**src/rtl/cgra_ctrl_pkg.sv**
```systemverilog
// Shared definitions for the CGRA configuration sequencer and the accelerator register map.
package cgra_ctrl_pkg;

    typedef enum logic [2:0] {
        StIdle,
        StWrReq,
        StWrResp,
        StPollWait,
        StRdReq,
        StRdResp,
        StFinish
    } seq_state_e;

    localparam logic [1:0]  AXI_RESP_OKAY      = 2'b00;

    // Register map of the accelerator window as seen through the crossbar.
    localparam logic [63:0] CGRA_BASE_ADDR     = 64'h5000_0000;
    localparam logic [15:0] CGRA_START_OFFSET  = 16'h0070;
    localparam logic [15:0] CGRA_STATUS_OFFSET = 16'h0078;

endpackage

```
**src/rtl/cgra_cfg_sequencer_if.sv**
```systemverilog
// Single-beat AXI4 subset used by the configuration sequencer (master) and its slave.
interface cgra_cfg_sequencer_if #(
    parameter int unsigned AXI_ADDR_WIDTH = 64,
    parameter int unsigned AXI_DATA_WIDTH = 64
);
    logic                        aw_valid;
    logic                        aw_ready;
    logic [AXI_ADDR_WIDTH-1:0]   aw_addr;
    logic                        w_valid;
    logic                        w_ready;
    logic [AXI_DATA_WIDTH-1:0]   w_data;
    logic [AXI_DATA_WIDTH/8-1:0] w_strb;
    logic                        b_valid;
    logic                        b_ready;
    logic [1:0]                  b_resp;
    logic                        ar_valid;
    logic                        ar_ready;
    logic [AXI_ADDR_WIDTH-1:0]   ar_addr;
    logic                        r_valid;
    logic                        r_ready;
    logic [AXI_DATA_WIDTH-1:0]   r_data;
    logic [1:0]                  r_resp;

    modport master (
        output aw_valid, aw_addr, w_valid, w_data, w_strb, b_ready, ar_valid, ar_addr, r_ready,
        input  aw_ready, w_ready, b_valid, b_resp, ar_ready, r_valid, r_data, r_resp
    );

    modport slave (
        input  aw_valid, aw_addr, w_valid, w_data, w_strb, b_ready, ar_valid, ar_addr, r_ready,
        output aw_ready, w_ready, b_valid, b_resp, ar_ready, r_valid, r_data, r_resp
    );

endinterface

```
**src/rtl/cgra_cfg_sequencer.sv**
```systemverilog
// Writes a configuration table to the CGRA register window, kicks the start register,
// then polls the status register until done or until the poll budget is exhausted.
module cgra_cfg_sequencer
    import cgra_ctrl_pkg::*;
#(
    parameter int unsigned               AXI_ADDR_WIDTH = 64,
    parameter int unsigned               AXI_DATA_WIDTH = 64,
    parameter int unsigned               NUM_CFG        = 8,
    parameter logic [AXI_ADDR_WIDTH-1:0] BASE_ADDR      = AXI_ADDR_WIDTH'(CGRA_BASE_ADDR),
    parameter logic [15:0]               START_OFFSET   = CGRA_START_OFFSET,
    parameter logic [15:0]               STATUS_OFFSET  = CGRA_STATUS_OFFSET,
    parameter int unsigned               DONE_BIT       = 0,
    parameter int unsigned               POLL_GAP       = 8,
    parameter int unsigned               MAX_POLLS      = 1024
) (
    input  logic                               clk_i,
    input  logic                               rst_ni,
    input  logic                               start_i,
    input  logic [$clog2(NUM_CFG+1)-1:0]       cfg_count_i,
    input  logic [NUM_CFG*16-1:0]              cfg_offset_i,
    input  logic [NUM_CFG*64-1:0]              cfg_data_i,
    output logic                               busy_o,
    output logic                               done_o,
    output logic                               error_o,
    cgra_cfg_sequencer_if.master               axi
);

    localparam int unsigned IdxW  = $clog2(NUM_CFG + 1);
    localparam int unsigned PollW = $clog2(MAX_POLLS + 1);
    localparam int unsigned GapW  = $clog2(POLL_GAP + 1);
    localparam int unsigned StrbW = AXI_DATA_WIDTH / 8;

    localparam logic [PollW-1:0] PollLimit = PollW'(MAX_POLLS);
    localparam logic [GapW-1:0]  GapLast   = GapW'(POLL_GAP - 1);

    // Offset of the write selected by (idx, is_start); the start register overrides the table.
    function automatic logic [15:0] pick_off(input logic [IdxW-1:0]       idx,
                                             input logic                  use_start,
                                             input logic [NUM_CFG*16-1:0] offs);
        logic [15:0] o;
        o = START_OFFSET;
        if (!use_start) begin
            o = '0;
            for (int i = 0; i < NUM_CFG; i++) begin
                if (idx == IdxW'(i)) o = offs[16*i +: 16];
            end
        end
        return o;
    endfunction

    function automatic logic [63:0] pick_data(input logic [IdxW-1:0]       idx,
                                              input logic                  use_start,
                                              input logic [NUM_CFG*64-1:0] data);
        logic [63:0] d;
        d = 64'd1;
        if (!use_start) begin
            d = '0;
            for (int i = 0; i < NUM_CFG; i++) begin
                if (idx == IdxW'(i)) d = data[64*i +: 64];
            end
        end
        return d;
    endfunction

    seq_state_e                state_q, state_d;
    logic [IdxW-1:0]           idx_q, idx_d;
    logic                      is_start_q, is_start_d;
    logic [PollW-1:0]          poll_cnt_q, poll_cnt_d;
    logic [GapW-1:0]           gap_cnt_q, gap_cnt_d;
    logic                      aw_valid_q, aw_valid_d;
    logic                      w_valid_q, w_valid_d;
    logic                      aw_done_q, aw_done_d;
    logic                      w_done_q, w_done_d;
    logic [AXI_ADDR_WIDTH-1:0] aw_addr_q, aw_addr_d;
    logic [AXI_DATA_WIDTH-1:0] w_data_q, w_data_d;
    logic [StrbW-1:0]          w_strb_q, w_strb_d;
    logic                      b_ready_q, b_ready_d;
    logic                      ar_valid_q, ar_valid_d;
    logic [AXI_ADDR_WIDTH-1:0] ar_addr_q, ar_addr_d;
    logic                      r_ready_q, r_ready_d;
    logic                      busy_q, busy_d;
    logic                      done_q, done_d;
    logic                      error_q, error_d;

    // Only the done bit of the status word is meaningful here.
    logic unused_rdata;
    assign unused_rdata = ^axi.r_data;

    // Next-state and registered-output logic.
    always_comb begin
        logic             aw_hs, w_hs, b_hs, r_hs, ld_wr, ld_start;
        logic [IdxW-1:0]  ld_idx, idx_inc;
        logic [PollW-1:0] poll_inc;

        state_d    = state_q;
        idx_d      = idx_q;
        is_start_d = is_start_q;
        poll_cnt_d = poll_cnt_q;
        gap_cnt_d  = gap_cnt_q;
        aw_valid_d = aw_valid_q;
        w_valid_d  = w_valid_q;
        aw_done_d  = aw_done_q;
        w_done_d   = w_done_q;
        aw_addr_d  = aw_addr_q;
        w_data_d   = w_data_q;
        w_strb_d   = w_strb_q;
        b_ready_d  = b_ready_q;
        ar_valid_d = ar_valid_q;
        ar_addr_d  = ar_addr_q;
        r_ready_d  = r_ready_q;
        busy_d     = busy_q;
        done_d     = done_q;
        error_d    = error_q;

        aw_hs    = aw_valid_q & axi.aw_ready;
        w_hs     = w_valid_q & axi.w_ready;
        b_hs     = axi.b_valid & b_ready_q;
        r_hs     = axi.r_valid & r_ready_q;
        idx_inc  = idx_q + IdxW'(1);
        poll_inc = poll_cnt_q + PollW'(1);
        ld_wr    = 1'b0;
        ld_idx   = '0;
        ld_start = 1'b0;

        unique case (state_q)
            StIdle: begin
                if (start_i) begin
                    error_d    = 1'b0;
                    idx_d      = '0;
                    is_start_d = (cfg_count_i == '0);
                    busy_d     = 1'b1;
                    ld_wr      = 1'b1;
                    ld_idx     = '0;
                    ld_start   = (cfg_count_i == '0);
                    state_d    = StWrReq;
                end
            end
            StWrReq: begin
                // AW and W complete independently; each valid drops after its own handshake.
                if (aw_hs) begin
                    aw_valid_d = 1'b0;
                    aw_done_d  = 1'b1;
                end
                if (w_hs) begin
                    w_valid_d = 1'b0;
                    w_done_d  = 1'b1;
                end
                if ((aw_done_q | aw_hs) && (w_done_q | w_hs)) state_d = StWrResp;
            end
            StWrResp: begin
                if (b_hs) begin
                    if (axi.b_resp != AXI_RESP_OKAY) begin
                        b_ready_d = 1'b0;
                        error_d   = 1'b1;
                        done_d    = 1'b1;
                        state_d   = StFinish;
                    end else if (!is_start_q) begin
                        idx_d      = idx_inc;
                        is_start_d = (idx_inc == cfg_count_i);
                        ld_wr      = 1'b1;
                        ld_idx     = idx_inc;
                        ld_start   = (idx_inc == cfg_count_i);
                        state_d    = StWrReq;
                    end else begin
                        b_ready_d  = 1'b0;
                        poll_cnt_d = '0;
                        gap_cnt_d  = '0;
                        state_d    = StPollWait;
                    end
                end
            end
            StPollWait: begin
                if (gap_cnt_q == GapLast) begin
                    gap_cnt_d  = '0;
                    ar_valid_d = 1'b1;
                    ar_addr_d  = BASE_ADDR + AXI_ADDR_WIDTH'(STATUS_OFFSET);
                    r_ready_d  = 1'b1;
                    state_d    = StRdReq;
                end else begin
                    gap_cnt_d = gap_cnt_q + GapW'(1);
                end
            end
            StRdReq: begin
                if (ar_valid_q && axi.ar_ready) begin
                    ar_valid_d = 1'b0;
                    state_d    = StRdResp;
                end
            end
            StRdResp: begin
                if (r_hs) begin
                    r_ready_d = 1'b0;
                    if (axi.r_resp != AXI_RESP_OKAY) begin
                        error_d = 1'b1;
                        done_d  = 1'b1;
                        state_d = StFinish;
                    end else if (axi.r_data[DONE_BIT]) begin
                        done_d  = 1'b1;
                        state_d = StFinish;
                    end else begin
                        poll_cnt_d = poll_inc;
                        if (poll_inc == PollLimit) begin
                            error_d = 1'b1;
                            done_d  = 1'b1;
                            state_d = StFinish;
                        end else begin
                            gap_cnt_d = '0;
                            state_d   = StPollWait;
                        end
                    end
                end
            end
            StFinish: begin
                done_d  = 1'b0;
                busy_d  = 1'b0;
                state_d = StIdle;
            end
            default: state_d = StIdle;
        endcase

        // Launch a fresh AW/W pair for the selected table entry or the start register.
        if (ld_wr) begin
            aw_valid_d = 1'b1;
            w_valid_d  = 1'b1;
            aw_done_d  = 1'b0;
            w_done_d   = 1'b0;
            aw_addr_d  = BASE_ADDR +
                         AXI_ADDR_WIDTH'(pick_off(ld_idx, ld_start, cfg_offset_i));
            w_data_d   = AXI_DATA_WIDTH'(pick_data(ld_idx, ld_start, cfg_data_i));
            w_strb_d   = '1;
            b_ready_d  = 1'b1;
        end
    end

    // State and output registers.
    always_ff @(posedge clk_i or negedge rst_ni) begin
        if (!rst_ni) begin
            state_q    <= StIdle;
            idx_q      <= '0;
            is_start_q <= 1'b0;
            poll_cnt_q <= '0;
            gap_cnt_q  <= '0;
            aw_valid_q <= 1'b0;
            w_valid_q  <= 1'b0;
            aw_done_q  <= 1'b0;
            w_done_q   <= 1'b0;
            aw_addr_q  <= '0;
            w_data_q   <= '0;
            w_strb_q   <= '0;
            b_ready_q  <= 1'b0;
            ar_valid_q <= 1'b0;
            ar_addr_q  <= '0;
            r_ready_q  <= 1'b0;
            busy_q     <= 1'b0;
            done_q     <= 1'b0;
            error_q    <= 1'b0;
        end else begin
            state_q    <= state_d;
            idx_q      <= idx_d;
            is_start_q <= is_start_d;
            poll_cnt_q <= poll_cnt_d;
            gap_cnt_q  <= gap_cnt_d;
            aw_valid_q <= aw_valid_d;
            w_valid_q  <= w_valid_d;
            aw_done_q  <= aw_done_d;
            w_done_q   <= w_done_d;
            aw_addr_q  <= aw_addr_d;
            w_data_q   <= w_data_d;
            w_strb_q   <= w_strb_d;
            b_ready_q  <= b_ready_d;
            ar_valid_q <= ar_valid_d;
            ar_addr_q  <= ar_addr_d;
            r_ready_q  <= r_ready_d;
            busy_q     <= busy_d;
            done_q     <= done_d;
            error_q    <= error_d;
        end
    end

    assign axi.aw_valid = aw_valid_q;
    assign axi.aw_addr  = aw_addr_q;
    assign axi.w_valid  = w_valid_q;
    assign axi.w_data   = w_data_q;
    assign axi.w_strb   = w_strb_q;
    assign axi.b_ready  = b_ready_q;
    assign axi.ar_valid = ar_valid_q;
    assign axi.ar_addr  = ar_addr_q;
    assign axi.r_ready  = r_ready_q;
    assign busy_o       = busy_q;
    assign done_o       = done_q;
    assign error_o      = error_q;

endmodule

```
**src/flat_wrapper.sv**
```systemverilog
// flat-port wrapper written by rule: the top's interface ports become plain ports
module cgra_cfg_sequencer_flat import cgra_ctrl_pkg::*;
#(
    parameter int unsigned               AXI_ADDR_WIDTH = 64,
    parameter int unsigned               AXI_DATA_WIDTH = 64,
    parameter int unsigned               NUM_CFG        = 8,
    parameter logic [AXI_ADDR_WIDTH-1:0] BASE_ADDR      = AXI_ADDR_WIDTH'(CGRA_BASE_ADDR),
    parameter logic [15:0]               START_OFFSET   = CGRA_START_OFFSET,
    parameter logic [15:0]               STATUS_OFFSET  = CGRA_STATUS_OFFSET,
    parameter int unsigned               DONE_BIT       = 0,
    parameter int unsigned               POLL_GAP       = 8,
    parameter int unsigned               MAX_POLLS      = 1024
)
  (clk_i, rst_ni, start_i, cfg_count_i, cfg_offset_i, cfg_data_i, busy_o, done_o, error_o, axi_aw_valid, axi_aw_addr, axi_w_valid, axi_w_data, axi_w_strb, axi_b_ready, axi_ar_valid, axi_ar_addr, axi_r_ready, axi_aw_ready, axi_w_ready, axi_b_valid, axi_b_resp, axi_ar_ready, axi_r_valid, axi_r_data, axi_r_resp);
  cgra_cfg_sequencer_if #(.AXI_ADDR_WIDTH(AXI_ADDR_WIDTH), .AXI_DATA_WIDTH(AXI_DATA_WIDTH)) axi_i ();
  input  logic clk_i;
  input  logic rst_ni;
  input  logic start_i;
  input  logic [$clog2(NUM_CFG+1)-1:0] cfg_count_i;
  input  logic [NUM_CFG*16-1:0] cfg_offset_i;
  input  logic [NUM_CFG*64-1:0] cfg_data_i;
  output logic busy_o;
  output logic done_o;
  output logic error_o;
  output wire logic [$bits(axi_i.aw_valid)-1:0] axi_aw_valid;
  output wire logic [$bits(axi_i.aw_addr)-1:0] axi_aw_addr;
  output wire logic [$bits(axi_i.w_valid)-1:0] axi_w_valid;
  output wire logic [$bits(axi_i.w_data)-1:0] axi_w_data;
  output wire logic [$bits(axi_i.w_strb)-1:0] axi_w_strb;
  output wire logic [$bits(axi_i.b_ready)-1:0] axi_b_ready;
  output wire logic [$bits(axi_i.ar_valid)-1:0] axi_ar_valid;
  output wire logic [$bits(axi_i.ar_addr)-1:0] axi_ar_addr;
  output wire logic [$bits(axi_i.r_ready)-1:0] axi_r_ready;
  input wire logic [$bits(axi_i.aw_ready)-1:0] axi_aw_ready;
  input wire logic [$bits(axi_i.w_ready)-1:0] axi_w_ready;
  input wire logic [$bits(axi_i.b_valid)-1:0] axi_b_valid;
  input wire logic [$bits(axi_i.b_resp)-1:0] axi_b_resp;
  input wire logic [$bits(axi_i.ar_ready)-1:0] axi_ar_ready;
  input wire logic [$bits(axi_i.r_valid)-1:0] axi_r_valid;
  input wire logic [$bits(axi_i.r_data)-1:0] axi_r_data;
  input wire logic [$bits(axi_i.r_resp)-1:0] axi_r_resp;
  assign axi_aw_valid = axi_i.aw_valid;
  assign axi_aw_addr = axi_i.aw_addr;
  assign axi_w_valid = axi_i.w_valid;
  assign axi_w_data = axi_i.w_data;
  assign axi_w_strb = axi_i.w_strb;
  assign axi_b_ready = axi_i.b_ready;
  assign axi_ar_valid = axi_i.ar_valid;
  assign axi_ar_addr = axi_i.ar_addr;
  assign axi_r_ready = axi_i.r_ready;
  assign axi_i.aw_ready = axi_aw_ready;
  assign axi_i.w_ready = axi_w_ready;
  assign axi_i.b_valid = axi_b_valid;
  assign axi_i.b_resp = axi_b_resp;
  assign axi_i.ar_ready = axi_ar_ready;
  assign axi_i.r_valid = axi_r_valid;
  assign axi_i.r_data = axi_r_data;
  assign axi_i.r_resp = axi_r_resp;
  cgra_cfg_sequencer #(.AXI_ADDR_WIDTH(AXI_ADDR_WIDTH), .AXI_DATA_WIDTH(AXI_DATA_WIDTH), .NUM_CFG(NUM_CFG), .BASE_ADDR(BASE_ADDR), .START_OFFSET(START_OFFSET), .STATUS_OFFSET(STATUS_OFFSET), .DONE_BIT(DONE_BIT), .POLL_GAP(POLL_GAP), .MAX_POLLS(MAX_POLLS)) u_core (.clk_i(clk_i), .rst_ni(rst_ni), .start_i(start_i), .cfg_count_i(cfg_count_i), .cfg_offset_i(cfg_offset_i), .cfg_data_i(cfg_data_i), .busy_o(busy_o), .done_o(done_o), .error_o(error_o), .axi(axi_i));
endmodule
```
**config.mk**
```make
export PLATFORM = sky130hd
export DESIGN_NAME = cgra_cfg_sequencer_flat
export DESIGN_NICKNAME = d
export VERILOG_FILES = /design/src/rtl/cgra_ctrl_pkg.sv /design/src/rtl/cgra_cfg_sequencer_if.sv /design/src/rtl/cgra_cfg_sequencer.sv /design/src/flat_wrapper.sv
export SDC_FILE = /design/constraint.sdc
export NUM_CORES = 1
export LEC_CHECK = 0
export CAP_MARGIN = 10
export CORE_AREA = 2 2 358 360
export DETAILED_ROUTE_END_ITERATION = 10
export DIE_AREA = 0 0 360 362
export GPL_TIMING_DRIVEN = 1
export PLACE_DENSITY_LB_ADDON = 0.15
export SETUP_SLACK_MARGIN = 0.02
export SLEW_MARGIN = 0
export SYNTH_ARGS = -nofsm -noshare
export SYNTH_HDL_FRONTEND = slang
export SYNTH_SLANG_ARGS = --single-unit
```
**constraint.sdc**
```tcl
create_clock -name clk_i -period 6.69 [get_ports clk_i]
set_clock_uncertainty 0.05 [all_clocks]
set_input_delay 0.669 -clock clk_i [delete_from_list [all_inputs] [get_ports clk_i]]
set_output_delay 0.669 -clock clk_i [all_outputs]
set_load 0.03 [all_outputs]
```
==> run_results.csv, run 1 <==
group,metric,value,unit
outcome,status,"finished clean",
clocking,tritoncts,"built",
final_layout,drive_gt1_share,7.21,%
yosys,synth_edf_count,0,
final_layout,finalNonFillerCells,3636,
final_layout,layout_common_cells,"759 x clkdlybuf4s50_1, 162 x nand2_1, 114 x dfrtp_1",
timing,slew_headroom,12.8,%
power_and_ir_drop,p_total,2630,µW
global_routing,antenna_found_initial,39,
yosys,synth_seq_cells,115,
detailed_routing,routed_via_density,3.85,
global_routing,first_global_vias,14700,
place,post-dp-hpwl,74.7,mm
global_routing,grt_pass1_wl,128,mm
timing,fin_crit_sh,68.7,%
place,dpl_cell_area,0.0200,mm²
floorplanning,die_area,0.130,mm²
final_layout,nFillCells,14200,
floorplanning,ios,928,
yosys,synthArstFlopShare,100,%
power_and_ir_drop,vdd_drop_max,0.196,mV
final_layout,final_common_cell,"clkdlybuf4s50_1",
timing,fmax,218,MHz
setup_path,critPathArrivalTime,4.91,ns
timing,rsz0062_at_grt,"false",
place,gp_congestion,0.811,
clocking,clock-sinks,115,
final_layout,fin_nets,2680,
clocking,cts_max_path_buffers,2,
detailed_routing,wl,94.6,mm
final_layout,final_core_util,16.3,%
detailed_routing,dr.first_iter.drc_count,1081,
power_and_ir_drop,p_leak,0.00720,µW
place,dp.cells,3600,
global_routing,grt_max_degree,68,
global_routing,grt_use_total,14.1,%
power_and_ir_drop,power.density,127,mW/mm²
yosys,yosysWarnings,0,
setup_path,startpoint_type,"flip-flop",
final_layout,area_growth,88.2,%
detailed_routing,drc,0,
clocking,htreeDepth,4,
timing,setup_viol,0,
setup_path,crit_path_max_fanout,54,
timing,fin_tns_setup,0,ns
detailed_routing,dr_total_vias,14000,
setup_path,critical_path_required,7.01,ns
global_routing,grt_overflow_total,0,
detailed_routing,ant_nets,0,
clocking,cts_root_buf,"clkbuf_16",
floorplanning,die_h,362,µm
clocking,hold_buffers,0,
job,maxCapViolations,0,
floorplanning,start_util,8.66,%
floorplanning,core,0.127,mm²
clocking,cts.clk_slew.worst_paths,0.08,ns
floorplanning,row_count,131,
timing,period_minus_slack,4.60,ns
timing,drv_slew,0,
yosys,syn_area_per_cell,8.53,µm²
detailed_routing,wire_per_inst,26.0,µm
timing,hold_viol_final,0,
yosys,synthCells,1286,
min_path,hold_class,"in -> async",
floorplanning,dieWidth,360,µm
clocking,cts_inserted_buffers,17,
detailed_routing,dr.pass1.iters,10,
clocking,cts_resized,0,
place,numPortBuffers,760,
timing,max_slew.worst_pin.slew,1.31,ns
yosys,ys_seq_area_share,26.2,%
final_layout,design_area,0.0207,mm²
clocking,clock_latency,0.51,ns
setup_path,endpoint_kind,"flip-flop",
yosys,synth.cell_area,0.0110,mm²
yosys,synth.distinct_cells,72,
setup_path,critPathKind,"reg -> reg",
yosys,synth_flop_cell,"dfrtp_1",
clocking,postCtsSetupBuffers,0,
layout make-up:
type	instances	area [µm²]	share of cell area, %
Inverter	5	18.8	0.0909
Tap cell	1662	2080	10.1
Clock inverter	15	218	1.05
Clock buffer	17	425	2.06
Multi-Input combinational cell	1029	7160	34.7
Antenna cell	4	10.0	0.0485
Timing Repair Buffer	789	7860	38.1
Sequential cell	115	2880	14.0
worst max-delay path, stage by stage (launching register included):
cell      delay (ns)
dfrtp_4         0.91
ha_2            0.67
buf_4           0.36
nand2_1         0.28
nor3_4          0.07
buf_4           0.27
a222oi_1        1.23
and3_1          0.31
o221ai_2        0.10
synthesized netlist by cell type (all sizes together), types with 12 or more instances:
master	number	area, µm²
a21o	12	90.1
a211oi	13	97.6
dfrtp	115	2880
clkbuf	88	330
and3	60	375
mux2i	75	751
a221oi	13	114
o21ai	29	145
nand3	16	80.1
nor2	57	216
a221o	12	120
o221ai	109	1270
a21oi	109	546
nor3	13	103
nand2	163	612
o22ai	13	81.3
nor3b	13	97.6
a22oi	24	180
buf	152	1090
a222oi	78	781
through the flow:
step                      setup slack (ns)  hold WS [ns]
after global routing                  1.84         0.178
after floorplan                       3.80         0.323
after global placement                2.08         0.425
final                                 2.09         0.151
after detailed placement              2.04         0.419
after CTS                             1.96         0.184
final timing paths:
kind	from	endpoint	slack (ns)	cells after the start
worst max register to register	u_core.idx_q[0]	u_core.axi.w_data[58]	2.09	8
max in group asynchronous	rst_ni	u_core.axi.w_data[34]	5.01	2
worst min register to register	u_core.axi.w_data[59]	u_core.axi.w_data[59]	0.44	2
min in group clk_i	u_core.axi.w_data[59]	u_core.axi.w_data[59]	0.44	2
worst max-delay path	u_core.idx_q[0]	u_core.axi.w_data[58]	2.09	8
worst min-delay path	rst_ni	u_core.axi.aw_addr[6]	0.15	1
power by group:
group / switching [µW] / internal (µW) / total [µW]
Sequential: 18.6 / 720 / 739
Clock: 488 / 634 / 1120
Combinational: 330 / 439 / 769
state kept, by name, indices dropped and copies added (netlist names), 3 cells and up:
signal,count
u_core.idx_q,4
u_core.axi.aw_addr,17
u_core.axi.w_data,64
u_core.poll_cnt_q,11
u_core.state_q,3
u_core.gap_cnt_q,4
logic make-up (layout without fill, tap and decap cells):
| logic type | after synthesis | after routing | synth area share, % |
|---|---|---|---|
| DFF | 115 | 115 | 26.2 |
| AOI/OAI and AO/OA | 472 | 472 | 35.9 |
| adders and majority gates | 3 | 3 | 0.342 |
| muxes | 77 | 77 | 7.15 |
| other | 1 | 108 | 0.0342 |
| xor gates and xnor gates | 9 | 9 | 0.844 |
| and+or+nand+nor | 364 | 364 | 16.4 |
| buffers and inverters | 245 | 826 | 13.1 |
routing by layer:
metal / global-route usage (%) / wire length, µm / up-vias
met4: 1.96 / 862 / 26
met5: 0 / 172 / -
met2: 25.4 / 47900 / 673
met3: 4.77 / 7130 / 76
li1: - / - / 6243
met1: 16.4 / 38600 / 6997
Power figures use the tool's default switching activity.
==> run 2: changes to the inputs <==
- CORE_AREA: 2 2 358 360 -> 2 2 359 361
- DIE_AREA: 0 0 360 362 -> 0 0 361 363
- clock period: 6.69 -> 3.8 ns (I/O delays scaled with it)
==> run 2 against run 1 <==
  * Wire length increased by 0.14%
  * Largest power group unchanged
  * First-iteration DRC count is 2.2% higher
  * Cell count grew 1.2%
  * Sequential power rose by 76%
  * Die area increased by 0.55%
  * Hold slack improved by 0.28 ns
  * Core utilization rose by 0.31 points
  * Via count rose by 1.3%
  * Fmax rose by 35%
  * Register-to-register slack got worse by 1.7 ns
==> run_results.csv, run 2 (synthesis results as in run 1) <==
group,metric,value,unit
power_and_ir_drop,power_frac_seq,29.2,%
clocking,postCtsSetupBuffers,0,
timing,rsz0062_at_grt,"false",
global_routing,grt_use_total,13.9,%
global_routing,grt_max_degree,74,
min_path,hold_end,"u_core.done_o",
floorplanning,start_util,8.64,%
clocking,cts.clk_slew.worst_paths,0.07,ns
setup_path,startpoint_type,"flip-flop",
floorplanning,die_h,363,µm
clocking,clock-sinks,115,
place,gp_congestion,0.818,
global_routing,antenna_found_initial,45,
global_routing,grt_pass1_wl,127,mm
clocking,tritoncts,"built",
power_and_ir_drop,pwr-share-comb,31.0,%
floorplanning,row_count,131,
min_path,whs_path_depth,1,
timing,max_slew.worst_pin.slew,1.20,ns
floorplanning,ios,928,
power_and_ir_drop,p_sw_share,33.0,%
final_layout,drive_gt1_share,9.14,%
job,maxCapViolations,0,
setup_path,cp_common_cell,"buf_4",
floorplanning,die_area,0.131,mm²
power_and_ir_drop,p_sw,1470,µW
timing,period_minus_slack,3.40,ns
setup_path,critPathArrivalTime,3.78,ns
setup_path,cp_cell_sequence,"ha_2 > or3b_2 > o31a_1 > buf_4 > nor2_2 > nand2_1 > a311oi_1 > buf_4 > a221o_1",
detailed_routing,dr.first_iter.drc_count,1105,
setup_path,crit_path_max_fanout,10,
floorplanning,dieWidth,361,µm
timing,fmax,294,MHz
power_and_ir_drop,p_leak,0.00744,µW
final_layout,nFillCells,14200,
place,numPortBuffers,760,
timing,hold_viol_final,0,
place,post-dp-hpwl,76.6,mm
setup_path,timing.rr.start,"u_core.idx_q[1]",
power_and_ir_drop,intPower,2980,µW
final_layout,layout_common_cells,"759 x clkdlybuf4s50_1, 162 x nand2_1, 114 x dfrtp_1",
global_routing,grt_overflow_total,0,
timing,slew_headroom,19.8,%
clocking,cts_inserted_buffers,17,
setup_path,slowest_stage,"a311oi_1",
clocking,cts_root_buf,"clkbuf_16",
detailed_routing,dr_total_vias,14200,
detailed_routing,routed_via_density,3.86,
timing,drv_slew,0,
clocking,clock_latency,0.49,ns
clocking,htreeDepth,4,
power_and_ir_drop,vdd_drop_max,0.296,mV
setup_path,r2r_end,"u_core.axi.aw_addr[13]",
detailed_routing,drc,0,
timing,layout_setup_ws,0.396,ns
setup_path,critical_path_required,4.17,ns
final_layout,largest_reg_flops,64,
setup_path,max_stage_delay,0.57,ns
setup_path,endpoint_kind,"flip-flop",
timing,setup_viol,0,
outcome,status,"finished clean",
detailed_routing,wl,94.8,mm
detailed_routing,ant_nets,0,
min_path,hold_class,"reg -> reg",
detailed_routing,wire_per_inst,25.7,µm
global_routing,first_global_vias,14800,
power_and_ir_drop,clkPwrFrac,39.8,%
detailed_routing,dr.pass1.iters,8,
clocking,cts_resized,0,
final_layout,final_common_cell,"clkdlybuf4s50_1",
clocking,cts_max_path_buffers,2,
floorplanning,core,0.127,mm²
final_layout,fin_nets,2724,
timing,fin_tns_setup,0,ns
setup_path,reg2reg_depth,9,
setup_path,ff2ff_setup_slack,0.40,ns
timing,fin_crit_sh,89.6,%
setup_path,critPathKind,"reg -> reg",
final_layout,area_growth,92.3,%
place,pre_cts_slack,0.136,ns
min_path,hold_start,"u_core.done_o",
power_and_ir_drop,power.density,211,mW/mm²
run 2: cell type report:
cell class / instances / area (µm²) / area share, %
timing repair buffer: 833 / 8370 / 39.7
sequential: 115 / 2880 / 13.7
antenna: 5 / 12.5 / 0.0593
inverter: 5 / 18.8 / 0.0889
tap: 1662 / 2080 / 9.85
clock inverter: 14 / 146 / 0.694
multi-input combinational: 1029 / 7160 / 33.9
clock buffer: 18 / 439 / 2.08
run 2: worst max-delay path, delay by kind of cell (launching register included):
family	cells	cell delay, ns
AND/OR/NAND/NOR	3	1.18
AO/OA/AOI/OAI	3	0.86
flip-flops	1	0.50
buffers and inverters	2	0.41
adder cells (fa/ha/maj)	1	0.32
run 2: metal layers:
layer | routed length (µm) | GRT usage (%)
met1 | 38200 | 16.2
met2 | 47900 | 25.1
met3 | 7070 | 4.16
met4 | 1490 | 2.88
met5 | 142 | 0
run 2: worst max path at each step:
stage	start	end	slack (ns)	cells after the start
floorplan	u_core.state_q[0]	u_core.axi.aw_addr[0]	1.14	9
global placement	axi_b_resp[1]	u_core.axi.aw_addr[13]	0.12	9
detailed placement	axi_b_resp[1]	u_core.axi.aw_addr[13]	0.14	9
CTS	u_core.idx_q[0]	u_core.axi.w_data[56]	0.31	7
global route	u_core.idx_q[0]	u_core.axi.w_data[56]	0.13	7
finish	u_core.idx_q[1]	u_core.axi.aw_addr[13]	0.40	9
run 2: what timing repair did:
action,CTS,global route
endpoints found under the hold margin,72,0
hold buffers,1,0
endpoints found under the setup margin,0,0
run 2: power by group through the flow:
stage / Clock (µW) / Sequential [µW] / Combinational, µW
2_1_floorplan: 0 / 1400 / 401
3_3_place_gp: 0 / 1320 / 1380
5_1_grt: 1920 / 1310 / 1450
3_5_place_dp: 0 / 1320 / 1390
6_report: 1770 / 1300 / 1380
4_1_cts: 1900 / 1300 / 1400
run 2: metrics by stage:
stage	power [µW]	std cells	cell area (µm²)	hold slack [ns]	util, %
CTS	4600	3676	21100	0.379	16.6
detailed placement	2710	3643	20500	0.422	16.1
global placement	2710	3643	20500	0.424	16.1
floorplan	1810	1389	11400	0.0344	-
global route	4680	3680	21100	0.429	16.6
finish	4450	3681	21100	0.434	16.6
